`src/rtl/sound_arbiter_if.sv`:
```
// Bundle between sound_arbiter, its three note requesters and the buzzer engine.
// master: the arbiter side. slave: requesters plus engine (also used by the bench).
interface sound_arbiter_if #(
  parameter int OCT_W  = 3,
  parameter int NOTE_W = 3,
  parameter int LEN_W  = 3
);
  logic                en;
  logic [2:0]          req_valid;
  logic [3*OCT_W-1:0]  req_octave;
  logic [3*NOTE_W-1:0] req_note;
  logic [3*LEN_W-1:0]  req_length;
  logic [2:0]          req_ack;
  logic [2:0]          req_done;
  logic                snd_busy;
  logic                snd_start;
  logic [OCT_W-1:0]    snd_octave;
  logic [NOTE_W-1:0]   snd_note;
  logic [LEN_W-1:0]    snd_length;
  logic [1:0]          owner;
  logic                err_timeout;

  modport master (
    input  en, req_valid, req_octave, req_note, req_length, snd_busy,
    output req_ack, req_done, snd_start, snd_octave, snd_note, snd_length,
           owner, err_timeout
  );

  modport slave (
    output en, req_valid, req_octave, req_note, req_length, snd_busy,
    input  req_ack, req_done, snd_start, snd_octave, snd_note, snd_length,
           owner, err_timeout
  );
endinterface

```
`src/rtl/sound_arbiter.sv`:
```
// sound_arbiter: round-robin sharing of the single buzzer engine between
// free-play keys (req 0), song autoplay (req 1) and the play-mode hit path (req 2).
// Optional feature macro: SOUND_ARB_GAP_EN inserts GAP_CYCLES of silence after
// every completed note.
//
// state    | meaning
// ---------+-------------------------------------------------------------
// ST_IDLE  | no note owned; round-robin pick among valid requesters
// ST_START | snd_start held high, waiting for engine busy (timeout guarded)
// ST_PLAY  | engine playing; wait for busy to fall, then pulse done
// ST_GAP   | silence after a note, owner held (SOUND_ARB_GAP_EN only)
module sound_arbiter #(
  parameter int OCT_W         = 3,
  parameter int NOTE_W        = 3,
  parameter int LEN_W         = 3,
  parameter int START_TIMEOUT = 255,
  parameter int GAP_CYCLES    = 16
) (
  input  logic             clk,
  input  logic             rst_n,
  sound_arbiter_if.master  bus
);

  if (START_TIMEOUT < 1 || START_TIMEOUT > 255 || GAP_CYCLES < 1 || GAP_CYCLES > 255)
  begin : g_bad_param
    $error("sound_arbiter: START_TIMEOUT and GAP_CYCLES must be within 1..255");
  end

`ifdef SOUND_ARB_GAP_EN
  typedef enum logic [1:0] {ST_IDLE, ST_START, ST_PLAY, ST_GAP} state_t;
  localparam logic [7:0] GAP_LAST = 8'(GAP_CYCLES - 1);
`else
  typedef enum logic [1:0] {ST_IDLE, ST_START, ST_PLAY} state_t;
`endif

  localparam logic [7:0] TMO_LAST   = 8'(START_TIMEOUT - 1);
  localparam logic [1:0] OWNER_NONE = 2'd3;

  state_t              state_q, state_d;
  logic [1:0]          last_q, last_d;
  logic [1:0]          owner_q, owner_d;
  logic [2:0]          ack_q, ack_d;
  logic [2:0]          done_q, done_d;
  logic                start_q, start_d;
  logic [OCT_W-1:0]    oct_q, oct_d;
  logic [NOTE_W-1:0]   note_q, note_d;
  logic [LEN_W-1:0]    len_q, len_d;
  logic                err_q, err_d;
  logic [7:0]          tmo_q, tmo_d;
`ifdef SOUND_ARB_GAP_EN
  logic [7:0]          gap_q, gap_d;
`endif

  logic                win_found;
  logic [1:0]          win_idx;
  logic [1:0]          cand;

  function automatic logic [1:0] rr_next(input logic [1:0] i);
    return (i == 2'd2) ? 2'd0 : i + 2'd1;
  endfunction

  // Round-robin winner, searching from last+1 modulo 3.
  always_comb begin
    win_found = 1'b0;
    win_idx   = 2'd0;
    cand      = last_q;
    for (int k = 0; k < 3; k++) begin
      cand = rr_next(cand);
      if (!win_found && bus.req_valid[cand]) begin
        win_found = 1'b1;
        win_idx   = cand;
      end
    end
  end

  // Next-state and registered-output logic.
  always_comb begin
    state_d = state_q;
    last_d  = last_q;
    owner_d = owner_q;
    ack_d   = 3'b000;
    done_d  = 3'b000;
    start_d = start_q;
    oct_d   = oct_q;
    note_d  = note_q;
    len_d   = len_q;
    err_d   = err_q;
    tmo_d   = tmo_q;
`ifdef SOUND_ARB_GAP_EN
    gap_d   = gap_q;
`endif

    if (!bus.en) begin
      // Abort: no ack/done for the dropped note, last and snd_* keep their values.
      state_d = ST_IDLE;
      owner_d = OWNER_NONE;
      start_d = 1'b0;
      tmo_d   = 8'd0;
    end else begin
      case (state_q)
        ST_IDLE: begin
          owner_d = OWNER_NONE;
          start_d = 1'b0;
          if (win_found) begin
            oct_d   = bus.req_octave[win_idx*OCT_W +: OCT_W];
            note_d  = bus.req_note[win_idx*NOTE_W +: NOTE_W];
            len_d   = bus.req_length[win_idx*LEN_W +: LEN_W];
            ack_d   = 3'b001 << win_idx;
            owner_d = win_idx;
            last_d  = win_idx;
            start_d = 1'b1;
            tmo_d   = 8'd0;
            state_d = ST_START;
          end
        end
        ST_START: begin
          if (bus.snd_busy) begin
            start_d = 1'b0;
            tmo_d   = 8'd0;
            state_d = ST_PLAY;
          end else if (tmo_q == TMO_LAST) begin
            err_d   = 1'b1;
            done_d  = 3'b001 << owner_q;
            start_d = 1'b0;
            tmo_d   = 8'd0;
            owner_d = OWNER_NONE;
            state_d = ST_IDLE;
          end else begin
            tmo_d = tmo_q + 8'd1;
          end
        end
        ST_PLAY: begin
          start_d = 1'b0;
          if (!bus.snd_busy) begin
            done_d = 3'b001 << owner_q;
`ifdef SOUND_ARB_GAP_EN
            gap_d   = 8'd0;
            state_d = ST_GAP;
`else
            owner_d = OWNER_NONE;
            state_d = ST_IDLE;
`endif
          end
        end
`ifdef SOUND_ARB_GAP_EN
        ST_GAP: begin
          if (gap_q == GAP_LAST) begin
            owner_d = OWNER_NONE;
            state_d = ST_IDLE;
          end else begin
            gap_d = gap_q + 8'd1;
          end
        end
`endif
        default: begin
          owner_d = OWNER_NONE;
          start_d = 1'b0;
          state_d = ST_IDLE;
        end
      endcase
    end
  end

  // State and output registers; last resets to 2 so requester 0 wins first.
  always_ff @(posedge clk or negedge rst_n) begin
    if (!rst_n) begin
      state_q <= ST_IDLE;
      last_q  <= 2'd2;
      owner_q <= OWNER_NONE;
      ack_q   <= 3'b000;
      done_q  <= 3'b000;
      start_q <= 1'b0;
      oct_q   <= '0;
      note_q  <= '0;
      len_q   <= '0;
      err_q   <= 1'b0;
      tmo_q   <= 8'd0;
`ifdef SOUND_ARB_GAP_EN
      gap_q   <= 8'd0;
`endif
    end else begin
      state_q <= state_d;
      last_q  <= last_d;
      owner_q <= owner_d;
      ack_q   <= ack_d;
      done_q  <= done_d;
      start_q <= start_d;
      oct_q   <= oct_d;
      note_q  <= note_d;
      len_q   <= len_d;
      err_q   <= err_d;
      tmo_q   <= tmo_d;
`ifdef SOUND_ARB_GAP_EN
      gap_q   <= gap_d;
`endif
    end
  end

  assign bus.req_ack     = ack_q;
  assign bus.req_done    = done_q;
  assign bus.snd_start   = start_q;
  assign bus.snd_octave  = oct_q;
  assign bus.snd_note    = note_q;
  assign bus.snd_length  = len_q;
  assign bus.owner       = owner_q;
  assign bus.err_timeout = err_q;

endmodule
```
`src/flat_wrapper.sv`:
```
// flat-port wrapper written by rule: the top's interface ports become plain ports
module sound_arbiter_flat 
#(
  parameter int OCT_W         = 3,
  parameter int NOTE_W        = 3,
  parameter int LEN_W         = 3,
  parameter int START_TIMEOUT = 255,
  parameter int GAP_CYCLES    = 16
)
  (clk, rst_n, bus_en, bus_req_valid, bus_req_octave, bus_req_note, bus_req_length, bus_snd_busy, bus_req_ack, bus_req_done, bus_snd_start, bus_snd_octave, bus_snd_note, bus_snd_length, bus_owner, bus_err_timeout);
  sound_arbiter_if #(.OCT_W(OCT_W), .NOTE_W(NOTE_W), .LEN_W(LEN_W)) bus_i ();
  input  logic clk;
  input  logic rst_n;
  input wire logic [$bits(bus_i.en)-1:0] bus_en;
  input wire logic [$bits(bus_i.req_valid)-1:0] bus_req_valid;
  input wire logic [$bits(bus_i.req_octave)-1:0] bus_req_octave;
  input wire logic [$bits(bus_i.req_note)-1:0] bus_req_note;
  input wire logic [$bits(bus_i.req_length)-1:0] bus_req_length;
  input wire logic [$bits(bus_i.snd_busy)-1:0] bus_snd_busy;
  output wire logic [$bits(bus_i.req_ack)-1:0] bus_req_ack;
  output wire logic [$bits(bus_i.req_done)-1:0] bus_req_done;
  output wire logic [$bits(bus_i.snd_start)-1:0] bus_snd_start;
  output wire logic [$bits(bus_i.snd_octave)-1:0] bus_snd_octave;
  output wire logic [$bits(bus_i.snd_note)-1:0] bus_snd_note;
  output wire logic [$bits(bus_i.snd_length)-1:0] bus_snd_length;
  output wire logic [$bits(bus_i.owner)-1:0] bus_owner;
  output wire logic [$bits(bus_i.err_timeout)-1:0] bus_err_timeout;
  assign bus_i.en = bus_en;
  assign bus_i.req_valid = bus_req_valid;
  assign bus_i.req_octave = bus_req_octave;
  assign bus_i.req_note = bus_req_note;
  assign bus_i.req_length = bus_req_length;
  assign bus_i.snd_busy = bus_snd_busy;
  assign bus_req_ack = bus_i.req_ack;
  assign bus_req_done = bus_i.req_done;
  assign bus_snd_start = bus_i.snd_start;
  assign bus_snd_octave = bus_i.snd_octave;
  assign bus_snd_note = bus_i.snd_note;
  assign bus_snd_length = bus_i.snd_length;
  assign bus_owner = bus_i.owner;
  assign bus_err_timeout = bus_i.err_timeout;
  sound_arbiter #(.OCT_W(OCT_W), .NOTE_W(NOTE_W), .LEN_W(LEN_W), .START_TIMEOUT(START_TIMEOUT), .GAP_CYCLES(GAP_CYCLES)) u_core (.clk(clk), .rst_n(rst_n), .bus(bus_i));
endmodule
```
`config.mk`:
```
export PLATFORM = sky130hd
export DESIGN_NAME = sound_arbiter_flat
export DESIGN_NICKNAME = d
export VERILOG_FILES = /design/src/rtl/sound_arbiter_if.sv /design/src/rtl/sound_arbiter.sv /design/src/flat_wrapper.sv
export SDC_FILE = /design/constraint.sdc
export NUM_CORES = 1
export LEC_CHECK = 0
export ABC_AREA = 1
export BUFFER_PORTS_ARGS = -buffer_cell sky130_fd_sc_hd__buf_2
export CORE_ASPECT_RATIO = 0.5
export CORE_UTILIZATION = 40
export DETAILED_ROUTE_END_ITERATION = 7
export GPL_TIMING_DRIVEN = 1
export HOLD_SLACK_MARGIN = 0.02
export PLACE_DENSITY = 0.71
export SYNTH_ARGS = -nofsm -noshare
export SYNTH_HDL_FRONTEND = slang
export SYNTH_SLANG_ARGS = --single-unit
```
`constraint.sdc`:
```
create_clock -name clk -period 3.6 [get_ports clk]
set_clock_uncertainty 0.2 [all_clocks]
set_input_delay 0.54 -clock clk [delete_from_list [all_inputs] [get_ports clk]]
set_output_delay 0.54 -clock clk [all_outputs]
set_load 0.05 [all_outputs]
```
==> metrics.md <==
| Metric | Value |
|---|---|
| F_max | `just under 500 MHz` |
| Syn Inst Count | `253` |
| Post-synthesis register bit count | `31` |
| Int Power | `951 µW` |
| Placer's final routability congestion estimate | `0.863` |
| Fin nets | `346` |
| Post-Syn Nets | `293` |
| Final setup vio count | `0` |
| Peak VDD IR | `0.000518 V` |
| Leading post-synthesis cells by cell area | `dfrtp_1, nand2_1, nand3_1` |
| Primary FF master, synth | `dfrtp_1` |
| Die area | `~0.0050 mm²` |
| Clock latency on the worst-skew pair | `280 ps` |
| Delay of the slowest critical-path stage | `600 ps` |
| CP Max Fanout | `11` |
| Reg-to-reg startpoint | `u_core.last_q[1]` |
| Yosys cell types | `30` |
| Layout cells sized above 1 | `0.261` |
| WP data arrival | `around 2000 ps` |
| Hold Crit Class | `input pin to asynchronous set/reset pin` |
| Pwr/cell area | `829 mW/mm²` |
| Die width | `99.2 µm` |
| Max_cap viols | `0` |
| Initial Util | `0.423` |
| Fraction of power spent switching nets | `0.500` |
| Clock Path Buffers | `2` |
| Worst-margin pin slew | `about 700 ps` |
| I/O Buffers | `52` |
| Crit path launch | `u_core.last_q[1]` |
| Flop pwr share | `0.279` |
| Cell area after synthesis | `~0.0019 mm²` |
| Crit path max-delay family | `simple AND/OR/NAND/NOR gates` |
| N_diodes | `0` |
| Crit share post-route | `0.571` |
| Io pins | `53` |
| DRT met1 WL | `1.95 mm` |
| Top layer in use | `met4` |
| Setup TNS | `0 ps` |
| TritonCTS clock tree | `yes` |
| Req. time, crit path | `3560 ps` |
| Met3 Wirelength | `252 µm` |
| Area Growth Syn to Fin | `21.5%` |
| Top cell type's share of synthesized area | `0.371` |
| Post-CTS Resized | `0` |
| Drc violations | `0` |
| H-tree depth | `2` |
| Register area | `about 800 µm²` |
| Inserted Clock Buffers | `5` |
| Hpwl dp | `3.28 mm` |
| Clock power share | `0.188` |
| Crit path time final | `about 2100 ps` |
| CP Launch Type | `flop` |
| Critical Path End Type | `flop` |
| WL/cell | `approximately 12 µm` |
| Slew Limit Fails | `0` |
| Most frequent cell after synthesis | `nand2_1` |
| Final antenna-violating net count | `0` |
| Initial DRC count | `between 60 and 70` |
| Commonest cells in the netlist | `nand2_1, nand3_1, inv_1` |
| Hold Violations, Final | `0` |
| Routed vias | `around 1800` |
| Post-synth EDFFs | `0` |
| Multi-input logic area | `approximately 910 µm²` |
| Avg Synthesized Cell Area | `7.46 µm²` |
| Headroom to the max-slew limit | `0.532` |
| Vias in the first global route | `about 1700` |
| Synth area leader | `dfrtp_1` |
| Worst-path clk slew | `70 ps` |
| Post-synthesis sequential area ratio | `0.413` |
| RSZ-0062 raised after global routing | `false` |
| Total track usage | `0.186` |
| Total setup buffers inserted after CTS | `0` |
| YS warnings | `0` |
| Final core occ | `0.514` |
| Average vias per placed instance | `4.96` |
| Combinational share of power | `0.533` |
| Root buf cell | `clkbuf_8` |
| Slowest-stage cell, CP | `dfstp_2` |
| Die height | `50.6 µm` |
| Status | `complete, no violations` |
| Fill cell count | `452` |
| Synth async-reset ratio | `1.00` |
| TritonRoute pass-1 iters | `5` |
| Final WL | `approximately 4.3 mm` |
| Core area | `around 0.0045 mm²` |
| Leak Pwr | `between 0.001 and 0.0015 µW` |
| Kind of critical path | `flop to flop` |
| Worst path buffer plus inverter count | `2` |
| Net switching power | `951 µW` |
| DR WL met2 | `between 2 and 2.5 mm` |
| Grt ovf | `0` |
| CTS Hold Bufs | `0` |
| Total clock sinks | `31` |
| Hold Slack | `91.1 ps` |
| Largest net degree at the start of global routing | `32` |
| Cells along the critical path | `inv_2, nand3_2, nand2_1, nor2_4, nand4_1, nand2_1, inv_2, nand3_1, o21ai_0` |
| Row count | `17` |
| Initial antenna violation count | `0` |
| Global-route wire length before repair | `7.24 mm` |
==> worst paths after layout <==
kind	to	slack (ps)	depth (start not counted)
worst max-delay path	u_core.tmo_q[4]	1540	9
worst min-delay path	u_core.bus.req_done[2]	90	1
worst max register to register	u_core.tmo_q[4]	1540	9
worst min register to register	u_core.bus.err_timeout	260	1
max in group asynchronous	u_core.bus.snd_note[2]	2640	1
min in group clk	u_core.bus.snd_octave[0]	250	3
==> kinds of logic (layout without fill, tap and decap cells) <==
kind of cell,count (synthesis),count (layout),synth area share
AND/OR/NAND/NOR,143,143,0.359
AO/OA/AOI/OAI,22,22,0.0683
flip-flops,31,31,0.413
buffers and inverters,48,102,0.106
XOR/XNOR,3,3,0.0139
adder cells (fa/ha/maj),6,6,0.0398
==> state kept, by name, indices dropped and copies added, names as in the netlist <==
signal                  cells
u_core.bus.owner            2
u_core.bus.err_timeout      1
u_core.last_q               2
u_core.bus.snd_octave       3
u_core.state_q              2
u_core.bus.snd_note         3
u_core.bus.snd_start        1
u_core.bus.req_done         3
u_core.tmo_q                8
u_core.bus.req_ack          3
u_core.bus.snd_length       3
==> power groups by stage <==
stage	combinational, µW	clock, µW	sequential [µW]
2_1_floorplan	561	0	794
3_3_place_gp	994	0	535
3_5_place_dp	1010	0	538
6_report	1010	357	531
4_1_cts	1020	365	532
5_1_grt	1120	382	544
==> cells in the final DEF, fill, tap and decap left out, types with 2 or more instances in the layout <==
master	n
nand3_1	38
dfrtp_1	28
inv_2	5
buf_2	52
ha_1	6
nand3_2	3
o21ai_0	9
nor2_2	2
inv_1	37
o211ai_1	2
nand2_1	62
xor2_1	3
nor2_1	16
o31ai_1	2
nor3_1	6
nand2_2	3
nand4_1	7
dfstp_2	3
a21oi_1	6
clkbuf_8	6
nand3b_1	2
==> area by class of cell <==
class	count	share of cell area
multi-input cells	174	0.396
flip-flops and latches	31	0.340
repair buffers	52	0.113
inverters	42	0.0687
clock buffers	6	0.0360
well taps	57	0.0311
clock inverters	2	0.0153
==> metal layers <==
metal,global-route usage,up-vias
met3,0.0529,5
met1,0.240,833
met2,0.308,51
met5,0,-
met4,0.0539,0
li1,-,915
==> through the flow <==
step / total power [µW] / setup slack [ps] / std cells / area (µm²)
floorplan: 1360 / 1790 / 253 / 1890
global placement: 1530 / 1570 / 356 / 2180
finish: 1900 / 1540 / 364 / 2290
global route: 2040 / 1390 / 364 / 2290
detailed placement: 1550 / 1530 / 356 / 2180
CTS: 1920 / 1560 / 364 / 2290
Power figures use the tool's default switching activity.
